## config.mk

```make
export PLATFORM = sky130hd
export DESIGN_NAME = key_debounce
export DESIGN_NICKNAME = d
export VERILOG_FILES = /design/src/rtl/key_pkg.sv /design/src/rtl/key_filter.sv /design/src/rtl/key_debounce.sv
export SDC_FILE = /design/constraint.sdc
export NUM_CORES = 1
export LEC_CHECK = 0
export ABC_AREA = 1
export CAP_MARGIN = 20
export CORE_MARGIN = 2
export CORE_UTILIZATION = 60
export DETAILED_ROUTE_END_ITERATION = 7
export PLACE_DENSITY_LB_ADDON = 0.08
export SETUP_SLACK_MARGIN = 0.1
export SLEW_MARGIN = 20
export SYNTH_ARGS = -nofsm -noshare
export SYNTH_HDL_FRONTEND = slang
export SYNTH_SLANG_ARGS = --single-unit
```

## constraint.sdc

```tcl
create_clock -name clk -period 1.75 [get_ports clk]
set_clock_uncertainty 0.05 [all_clocks]
set_input_delay 0.2625 -clock clk [delete_from_list [all_inputs] [get_ports clk]]
set_output_delay 0.2625 -clock clk [all_outputs]
set_load 0.05 [all_outputs]
```

## src/rtl/key_pkg.sv

```systemverilog
// Shared definitions for the key debounce block: per-channel FSM state
// encoding and the default filter length.
package key_pkg;

  // Per-channel debounce FSM states.
  typedef enum logic [1:0] {
    ST_UP         = 2'd0,  // stable high (released)
    ST_PRESS_FILT = 2'd1,  // low seen, qualifying the press
    ST_DOWN       = 2'd2,  // stable low (pressed)
    ST_REL_FILT   = 2'd3   // high seen, qualifying the release
  } key_state_e;

  // 20 ms at 50 MHz.
  localparam int unsigned KEY_CNT_MAX_DEFAULT = 1_000_000;
  localparam int unsigned KEY_CNT_W_DEFAULT   = 20;

endpackage

```

## src/rtl/key_filter.sv

```systemverilog
// Single-channel key filter: 2-flop synchronizer followed by a 4-state
// debounce FSM with a stable-sample counter. Level and edge pulses are
// registered together so the pulse coincides with the level change.
module key_filter
  import key_pkg::*;
#(
  parameter int unsigned CNT_MAX = KEY_CNT_MAX_DEFAULT,
  parameter int unsigned CNT_W   = KEY_CNT_W_DEFAULT
) (
  input  logic clk,
  input  logic rst_n,
  input  logic key_in,
  output logic key_o,
  output logic press_o,
  output logic rel_o
);

  localparam logic [CNT_W-1:0] CNT_LAST = CNT_W'(CNT_MAX - 1);
  localparam logic [CNT_W-1:0] CNT_ZERO = {CNT_W{1'b0}};
  localparam logic [CNT_W-1:0] CNT_ONE  = CNT_W'(1);

  logic       sync1_q, sync1_d;
  logic       sync2_q, sync2_d;
  key_state_e state_q, state_d;
  logic [CNT_W-1:0] cnt_q, cnt_d;
  logic       key_q, key_d;
  logic       press_q, press_d;
  logic       rel_q, rel_d;

  // Next-state logic: synchronizer shift plus debounce FSM and counter.
  always_comb begin
    sync1_d = key_in;
    sync2_d = sync1_q;
    state_d = state_q;
    cnt_d   = cnt_q;
    key_d   = key_q;
    press_d = 1'b0;
    rel_d   = 1'b0;
    case (state_q)
      ST_UP: begin
        cnt_d = CNT_ZERO;
        if (!sync2_q) begin
          state_d = ST_PRESS_FILT;
        end else begin
          state_d = ST_UP;
        end
      end
      ST_PRESS_FILT: begin
        if (sync2_q) begin
          // Bounce back to the old level: abandon the press silently.
          state_d = ST_UP;
          cnt_d   = CNT_ZERO;
        end else if (cnt_q == CNT_LAST) begin
          state_d = ST_DOWN;
          cnt_d   = CNT_ZERO;
          key_d   = 1'b0;
          press_d = 1'b1;
        end else begin
          cnt_d   = cnt_q + CNT_ONE;
        end
      end
      ST_DOWN: begin
        cnt_d = CNT_ZERO;
        if (sync2_q) begin
          state_d = ST_REL_FILT;
        end else begin
          state_d = ST_DOWN;
        end
      end
      ST_REL_FILT: begin
        if (!sync2_q) begin
          // Bounce back to the old level: abandon the release silently.
          state_d = ST_DOWN;
          cnt_d   = CNT_ZERO;
        end else if (cnt_q == CNT_LAST) begin
          state_d = ST_UP;
          cnt_d   = CNT_ZERO;
          key_d   = 1'b1;
          rel_d   = 1'b1;
        end else begin
          cnt_d   = cnt_q + CNT_ONE;
        end
      end
      default: begin
        state_d = ST_UP;
        cnt_d   = CNT_ZERO;
        key_d   = 1'b1;
      end
    endcase
  end

  // State register with synchronous active-low reset to the released state.
  always_ff @(posedge clk) begin
    if (!rst_n) begin
      sync1_q <= 1'b1;
      sync2_q <= 1'b1;
      state_q <= ST_UP;
      cnt_q   <= CNT_ZERO;
      key_q   <= 1'b1;
      press_q <= 1'b0;
      rel_q   <= 1'b0;
    end else begin
      sync1_q <= sync1_d;
      sync2_q <= sync2_d;
      state_q <= state_d;
      cnt_q   <= cnt_d;
      key_q   <= key_d;
      press_q <= press_d;
      rel_q   <= rel_d;
    end
  end

  assign key_o   = key_q;
  assign press_o = press_q;
  assign rel_o   = rel_q;

endmodule

```

## src/rtl/key_debounce.sv

```systemverilog
// Two-key debouncer: two fully independent key_filter channels producing
// debounced levels and one-cycle press/release pulses, all registered.
module key_debounce
  import key_pkg::*;
#(
  parameter int unsigned CNT_MAX = KEY_CNT_MAX_DEFAULT,
  parameter int unsigned CNT_W   = KEY_CNT_W_DEFAULT
) (
  input  logic clk,
  input  logic rst_n,
  input  logic key1_in,
  input  logic key2_in,
  output logic key1,
  output logic key2,
  output logic key1_press,
  output logic key2_press,
  output logic key1_release,
  output logic key2_release
);

  key_filter #(
    .CNT_MAX (CNT_MAX),
    .CNT_W   (CNT_W)
  ) u_key1 (
    .clk     (clk),
    .rst_n   (rst_n),
    .key_in  (key1_in),
    .key_o   (key1),
    .press_o (key1_press),
    .rel_o   (key1_release)
  );

  key_filter #(
    .CNT_MAX (CNT_MAX),
    .CNT_W   (CNT_W)
  ) u_key2 (
    .clk     (clk),
    .rst_n   (rst_n),
    .key_in  (key2_in),
    .key_o   (key2),
    .press_o (key2_press),
    .rel_o   (key2_release)
  );

endmodule

```

### Word-level counts from Yosys, hierarchy flattened

Cells that the tools add are included.
Widths: inputs -> output; s select.

| storage, ports and cells | value |
|---|---|
| bits in registers | 54 |
| input port bits | 4 |
| output and inout port bits | 6 |
| logic and storage cells | 87 |

| operators by class | value |
|---|---|
| add/subtract/negate cells | 2 |
| equality and inequality tests | 20 |
| multiplexer cells | 34 |
| bitwise operators | 3 |
| reduce and logical (&&, ||, !) cells | 14 |

Operator list:

| kind | count |
|---|---|
| $mux 20 | 6 |
| $pmux 20 s3 | 2 |
| $add 20x1->20 const B | 2 |
| $eq 20x20->1 const B | 2 |
| $mux 2 | 8 |
| $pmux 2 s4 | 2 |
| $mux 1 | 14 |
| $ne 2x1->1 const B | 6 |
| $reduce_and 5->1 | 2 |
| $eq 2x2->1 const B | 4 |
| $ne 3x1->1 const B | 2 |
| $ne 3x3->1 const B | 2 |
| $reduce_and 3->1 | 2 |
| $reduce_or 3->1 | 2 |
| $eq 2x1->1 const B | 2 |
| $logic_not 2->1 | 2 |
| $ne 2x2->1 const B | 2 |
| $pmux 1 s2 | 2 |
| $reduce_and 2->1 | 2 |
| $reduce_bool 2->1 | 2 |
| $reduce_or 2->1 | 2 |
| $not 1->1 | 3 |

### Depth between registers and ports, before layout

Gate-level depths: netlist of the first run.

| logic depth | value |
|---|---|
| depth in word-level cells | 4 |
| gate-level depth with buffers | 9 |
| gate-level depth less buffers | 9 |

### Modules after synthesis

A second synthesis of the first run with hierarchy kept.

| unflattened totals | value |
|---|---|
| cells, all modules | 404 |
| area total of the unflattened synthesis | 2,748.9 µm² |

Modules (own cells, without submodules):

| module | instances | cells each | area each (µm²) | seq. area each (µm²) |
|---|---|---|---|---|
| key_filter at u_key1 | 1 | 200 | 1,388.8 | 540.5 |
| key_filter at u_key2 | 1 | 204 | 1,360.1 | 540.5 |

### Worst setup path after synthesis of the first run

No wires, ideal clock.

| timing | value |
|---|---|
| path type | register to register |
| start point | register u_key2.cnt_q[0] |
| end point | register u_key2.cnt_q[12] |
| library setup time | 116 ps |
| arrival time | 1,337 ps |
| data required time | 1,584 ps |
| path slack | 247 ps |
| stages on the path, launching flop included | 8 |
| buffers on the path | 1 |
| clock period less this slack | 1,503 ps |
| path through | dfxtp_1 ha_1 inv_1 nor3_4 nand3_2 nand2_2 buf_6 nor2_1 |

| on the way | value |
|---|---|
| longest elaborated chain between the ends | 4 |
| elaborated cells on any way between the ends | 6 |
| classes of those cells | add/sub (1); eq/ne (1); mux (4) |

RTL lines:

| item | line | text |
|---|---|---|
| start: declaration | key_filter.sv:25 | `logic [CNT_W-1:0] cnt_q, cnt_d;` |
| start signal: assignment | key_filter.sv:106 | `cnt_q <= cnt_d;` |
| $add 20x1->20 or $eq 20x20->1 (tied branches) | - |  |
| $mux 20 (*) | key_filter.sv:53, key_filter.sv:75 |  |
| $mux 20 (on tied branches) | key_filter.sv:71, key_filter.sv:49 |  |
| $pmux 20 s3 (*) | key_filter.sv:39 | `case (state_q)` |

Every way passes the cells marked *; elsewhere a longest branch is shown, timed or not.
A chain may end at the register's enable or synchronous reset.

### Final worst setup path of the first run

| timing | value |
|---|---|
| start point | register u_key2.cnt_q[1] |
| end point | register u_key2.cnt_q[12] |

The elaborated chain is that of the path after synthesis.

==> results of run 1 <==
## cells by family after synthesis
| group | Yosys count | synth area share [%] |
|---|---|---|
| and+or+nand+nor | 254 | 42.2 |
| buffers and inverters | 39 | 6.16 |
| adders and majority gates | 2 | 0.977 |
| DFF | 54 | 42.2 |
| xor gates and xnor gates | 14 | 4.79 |
| AOI/OAI and AO/OA | 17 | 3.62 |
## worst paths after layout
check | from | to | slack [ns] | cells after the start
setup / recovery | u_key2.cnt_q[1] | u_key2.cnt_q[12] | 0.21 | 7
hold / removal | u_key1.sync1_q | u_key1.sync2_q | 0.37 | 1
setup reg to reg | u_key2.cnt_q[1] | u_key2.cnt_q[12] | 0.21 | 7
hold reg to reg | u_key1.sync1_q | u_key1.sync2_q | 0.37 | 1
## metal layers
layer  track usage [%]  vias to the layer above  routed length (um)
met5                 0                        -                   0
met4              7.19                        0                  62
met3              4.51                        7                 246
met2              33.1                       53                2170
met1              31.4                     1023                2490
li1                  -                     1244                   -
## power by group
part	switching, uW	internal, uW	leakage (uW)
sequential	3.44	1230	0.000436
combinational	11.9	14.5	0.000516
clock	433	287	0.0000408
## cell type report
class                   count  area (sq um)
inverters                  37           139
well taps                  50          62.6
fillers                   372          1180
flip-flops and latches     54          1080
repair buffers             19           153
clock buffers               5          68.8
clock inverters             3          23.8
multi-input cells         287          1350
## critical path, cell delays in order (launching register included)
cell and delay, ns:
dfxtp_1 0.38, ha_2 0.22, inv_1 0.08, nor3_4 0.20, nand3_4 0.13, nand2_4 0.14
buf_4 0.18, nor2_1 0.06
## metrics by stage
stage / hold WS, ns / power (uW) / util (%) / area [sq um]
3_3_place_gp: 0.346 / 1290 / 67.6 / 2740
2_1_floorplan: 0.319 / 1280 / - / 2560
6_report: 0.375 / 1980 / 70.8 / 2870
3_5_place_dp: 0.354 / 1290 / 67.6 / 2740
5_1_grt: 0.388 / 2040 / 70.8 / 2870
4_1_cts: 0.380 / 2000 / 70.0 / 2840
## placed cells by master (no fill, tap or decap), drive strengths merged
cell type	instances
nor2	105
nand2	98
dfxtp	54
inv	38
nand3	20
nor3	16
buf	14
xor2	11
nand4	9
o21ai	8
a21oi	5
or2	5
clkbuf	5
xnor2	3
clkdlybuf4s50	3
a31oi	2
clkinvlp	2
dlygate4sd2	2
ha	2
o21bai	1
o31ai	1
nand3b	1
## timing repair
action	4_1_cts	5_1_grt
pin swaps	0	3
endpoints found under the hold margin	0	0
setup buffers	0	2
endpoints found under the setup margin	7	22
gates resized for setup	3	5
==> key figures, run 1 <==
Drt
  – Via density: 5.11
  – Antenna viol nets, final: 0
  – TritonRoute pass-1 iters: 5
  – DRC Markers: 0
  – WL final: 4970 um
  – Vias: 2327
  – Initial detailed-routing violation count: 151
  – Wire per inst: 10.9 um

Clock network
  – Clock transition at the registers of the reported paths: 0.10 ns
  – CTS Sinks: 54
  – CTS tree: built
  – CTS Buf Count: 5
  – CTS H-tree depth: 2
  – Clock buffer depth: 2
  – Root Buffer: clkbuf_8
  – Hold buffers post-CTS: 0
  – Clk_lat worst skew: 0.31 ns

Yosys
  – Async S/R FF share, synth: 0%
  – Yosys top cell by area: dfxtp_1
  – Post-synth top cells: nor2_1, nand2_1, dfxtp_1
  – Number of enable flip-flop cells after synthesis: 0
  – Most frequent cell after synthesis: nor2_1
  – Synth top area cells: dfxtp_1, nor2_1, nand2_1
  – Post-synth net total: 386
  – Syn Inst Count: 380
  – Synth Cell Area: 0.00256 sq mm
  – Synth cell types: 26
  – Synth top area share: 42.2%
  – Synthesized area per cell: 6.74 sq um
  – Register area share after synthesis: 42.2%
  – Yosys warnings: 0
  – #FFs+latches synth: 54
  – Top_reg_cell synth: dfxtp_1

Cells and area
  – Area Growth Syn to Fin: 12.3%
  – Layout Cells excl Fill: 455
  – Layout cells sized above 1: 9.88%
  – Largest registers: u_key1.cnt_q: 20 flops, u_key2.cnt_q: 20 flops
  – Nets: 410
  – Ant. Diodes: 0

Floorplan
  – Die W: 69.3 um
  – Die Ht: 69.3 um
  – Starting Density: 63.1%
  – I/O pins: 10
  – FP Rows: 23
  – Core area: 0.00406 sq mm
  – Die area: 0.00481 sq mm

Worst setup path
  – Crit-path max FO: 10
  – Req. time, crit path: 1.91 ns
  – Critical Path AT: 1.70 ns
  – Critical Path End Type: flop
  – CP Class: flop to flop
  – Crit start category: flop

Status
  – Outcome: complete, no violations

Placed design
  – Dpl cells: 445
  – Pre-CTS setup slack: 0.0807 ns
  – Quantity of I/O buffers inserted on ports: 9
  – Final HPWL DP: 3660 um
  – Routability cong.: 0.834

Timing
  – Slew HR: 67.9%
  – Achievable frequency: 0.649 GHz
  – Final setup vio count: 0
  – Smallest setup slack after layout: 0.209 ns
  – RSZ-0062 raised after global routing: yes
  – Hold Vio Cnt, Final: 0
  – Clock period minus worst slack: 1.54 ns
  – Slew @ Worst Pin: 0.483 ns
  – Crit share post-route: 88.0%
  – Slew Limit Fails: 0
  – Setup TNS: 0 ns

Hold path
  – Hold WC Path Type: flop to flop

Global routing
  – Gr ovfl total: 0
  – Largest net degree at the start of global routing: 19
  – First-pass GRT wire length: 8890 um
  – Gr usage total: 21.9%
  – Vias in the first global route: 2134
  – Initial antenna violation count: 0

Power
  – Peak supply drop: 0.000604 V
  – PD cells: 690 mW/mm^2
  – P_leak: 0.000992 uW

Run
  – Max-cap violations: 0
Power figures use the tool's default switching activity.
==> inputs of run 2 (changes only) <==
--- a/config.mk
+++ b/config.mk
@@ -6,7 +6,6 @@
 export NUM_CORES = 1
 export LEC_CHECK = 0
 export ABC_AREA = 1
-export CAP_MARGIN = 20
 export CORE_MARGIN = 2
 export CORE_UTILIZATION = 60
 export DETAILED_ROUTE_END_ITERATION = 7
==> constraint.sdc (replaced) <==
create_clock -name clk -period 1.75 [get_ports clk]
set_clock_uncertainty 0.05 [all_clocks]
set_input_delay 0.175 -clock clk [delete_from_list [all_inputs] [get_ports clk]]
set_output_delay 0.175 -clock clk [all_outputs]
set_load 0.05 [all_outputs]
==> key figures, run 2 (same netlist as run 1, synthesis figures left out) <==
Power
  – Peak supply drop: 0.000612 V (was 0.000604 V)
  – PD cells: 689 mW/mm^2 (was 690 mW/mm^2)
  – P_leak: 0.00104 uW (was 0.000992 uW)

Timing
  – Clock period minus worst slack: 1.52 ns (was 1.54 ns)
  – Smallest setup slack after layout: 0.230 ns (was 0.209 ns)
  – Setup TNS: 0 ns (unchanged)
  – RSZ-0062 raised after global routing: no (was yes)
  – Slew HR: 66.5% (was 67.9%)
  – Achievable frequency: 0.658 GHz (was 0.649 GHz)
  – Crit share post-route: 86.9% (was 88.0%)
  – Final setup vio count: 0 (unchanged)
  – Slew @ Worst Pin: 0.501 ns (was 0.483 ns)
  – Slew Limit Fails: 0 (unchanged)
  – Hold Vio Cnt, Final: 0 (unchanged)

Worst setup path
  – Crit-path max cell delay: 0.36 ns (was 0.38 ns)
  – Slowest-stage cell, CP: dfxtp_1 (unchanged)
  – Cell family with most CP delay: simple AND/OR/NAND/NOR gates (unchanged)
  – R2R Path End: u_key2.cnt_q[8] (was u_key2.cnt_q[12])
  – Worst R2R Start: u_key2.cnt_q[1] (unchanged)
  – CP endpoint: u_key2.cnt_q[8] (was u_key2.cnt_q[12])
  – CP Class: flop to flop (unchanged)
  – R2r setup slk: 0.23 ns (was 0.21 ns)
  – Critical Path End Type: flop (unchanged)
  – Critical Path AT: 1.67 ns (was 1.70 ns)
  – Worst Setup SP: u_key2.cnt_q[1] (unchanged)
  – Crit start category: flop (unchanged)
  – Critical Path Stages: 7 (unchanged)
  – Crit-path max FO: 15 (was 10)
  – WP buf/inv: 2 (unchanged)
  – Cell chain of the critical path: ha_1, inv_1, nor3_4, nand3_2, nand2_2, buf_12, nor3_1 (was ha_2, inv_1, nor3_4, nand3_4, nand2_4, buf_4, nor2_1)
  – Req. time, crit path: 1.90 ns (was 1.91 ns)
  – FF-to-FF path depth: 7 (unchanged)

Clock network
  – CTS H-tree depth: 2 (unchanged)
  – Clock transition at the registers of the reported paths: 0.09 ns (was 0.10 ns)
  – Clock buffer depth: 2 (unchanged)
  – Root Buffer: clkbuf_8 (unchanged)
  – Hold buffers post-CTS: 0 (unchanged)
  – CTS tree: built (unchanged)
  – CTS Buf Count: 5 (unchanged)
  – CTS Sinks: 54 (unchanged)
  – Clk_lat worst skew: 0.31 ns (about the same)

Cells and area
  – Fin util: 70.5% (was 70.8%)
  – Ant. Diodes: 0 (unchanged)
  – Nets: 407 (was 410)
  – Most common cell after layout, fill and taps aside: nor2_1 (unchanged)
  – Final design instance area without fill: 0.00286 sq mm (was 0.00287 sq mm)
  – Largest registers: u_key1.cnt_q: 20 flops, u_key2.cnt_q: 20 flops (unchanged)
  – Commonest cells after routing, fill and taps aside: nor2_1, nand2_1, dfxtp_1 (unchanged)
  – Layout cells sized above 1: 7.46% (was 9.88%)
  – Area Growth Syn to Fin: 11.8% (was 12.3%)

Placed design
  – Quantity of I/O buffers inserted on ports: 9 (unchanged)
  – Pre-CTS setup slack: 0.0895 ns (was 0.0807 ns)
  – Final HPWL DP: 3860 um (was 3660 um)
  – Routability cong.: 0.823 (was 0.834)
  – Area post-placement: 0.00276 sq mm (was 0.00274 sq mm)

Status
  – Outcome: complete, no violations (unchanged)

Global routing
  – Initial antenna violation count: 0 (unchanged)
  – First-pass GRT wire length: 8960 um (was 8890 um)
  – Gr ovfl total: 0 (unchanged)
  – Vias in the first global route: 2114 (was 2134)
  – Gr usage total: 22.7% (was 21.9%)
  – Largest net degree at the start of global routing: 16 (was 19)

Drt
  – Vias: 2295 (was 2327)
  – Wire per inst: 11.4 um (was 10.9 um)
  – TritonRoute pass-1 iters: 5 (unchanged)
  – Initial detailed-routing violation count: 150 (was 151)
  – Via density: 5.08 (was 5.11)
  – DRC Markers: 0 (unchanged)
  – Antenna viol nets, final: 0 (unchanged)
  – WL final: 5130 um (was 4970 um)

Floorplan
  – Die W: 69.3 um (unchanged)
  – Die Ht: 69.3 um (unchanged)
  – FP Rows: 23 (unchanged)
  – Core area: 0.00406 sq mm (unchanged)
  – Die area: 0.00481 sq mm (unchanged)
  – I/O pins: 10 (unchanged)
  – Starting Density: 63.1% (unchanged)

Run
  – Max-cap violations: 0 (unchanged)

Hold path
  – Hold WC Path Type: flop to flop (unchanged)
==> run 2: changes by cell type in the layout (fill, tap and decap cells not counted), sizes merged <==
cell | previous run | this run
buf | 14 | 7
dlymetal6s2s | 0 | 3
clkbuf | 5 | 7
clkinvlp | 2 | 0
clkinv | 0 | 1
dlygate4sd2 | 2 | 3
inv | 38 | 37
==> run 2: how the worst min path moves through the flow <==
stage | start | to | slack, ns | depth (start not counted)
2_1_floorplan | key1_in | u_key1.sync1_q | 0.23 | 1
3_3_place_gp | u_key2.sync1_q | u_key2.sync2_q | 0.35 | 1
3_5_place_dp | u_key1.sync1_q | u_key1.sync2_q | 0.35 | 1
4_1_cts | u_key1.sync1_q | u_key1.sync2_q | 0.37 | 1
5_1_grt | u_key1.sync1_q | u_key1.sync2_q | 0.38 | 1
6_report | u_key1.sync1_q | u_key1.sync2_q | 0.37 | 1
==> run 2: area by class of cell <==
cell class,count,area [sq um]
Clock inverter,1,5.00
Timing Repair Buffer,16,159
Inverter,37,139
Multi-Input combinational cell,287,1330
Sequential cell,54,1080
Fill cell,351,1200
Tap cell,50,62.6
Clock buffer,7,86.3
==> run 2: timing repair <==
action	in CTS	in global routing
resized for setup	3	5
setup endpoints to repair	3	8
setup buffers	0	0
==> run 2: metal layers <==
layer | GRT usage [%] | wire [um] | vias up
met3 | 5.23 | 202 | 13
met5 | 0 | 0 | -
met1 | 29.1 | 2480 | 1000
met2 | 36.8 | 2330 | 45
met4 | 9.37 | 118 | 0
li1 | - | - | 1237
==> run 2: power by group <==
part           internal (uW)  switching [uW]
combinational           13.3            12.1
sequential              1230            3.26
clock                    320             391
==> run 2: through the flow <==
step                total power (uW)  cells  hold WS, ns
finish                          1970    452        0.367
global route                    2040    452        0.383
CTS                             1990    452        0.372
detailed placement              1290    444        0.354
global placement                1290    444        0.347
floorplan                       1280    380        0.232
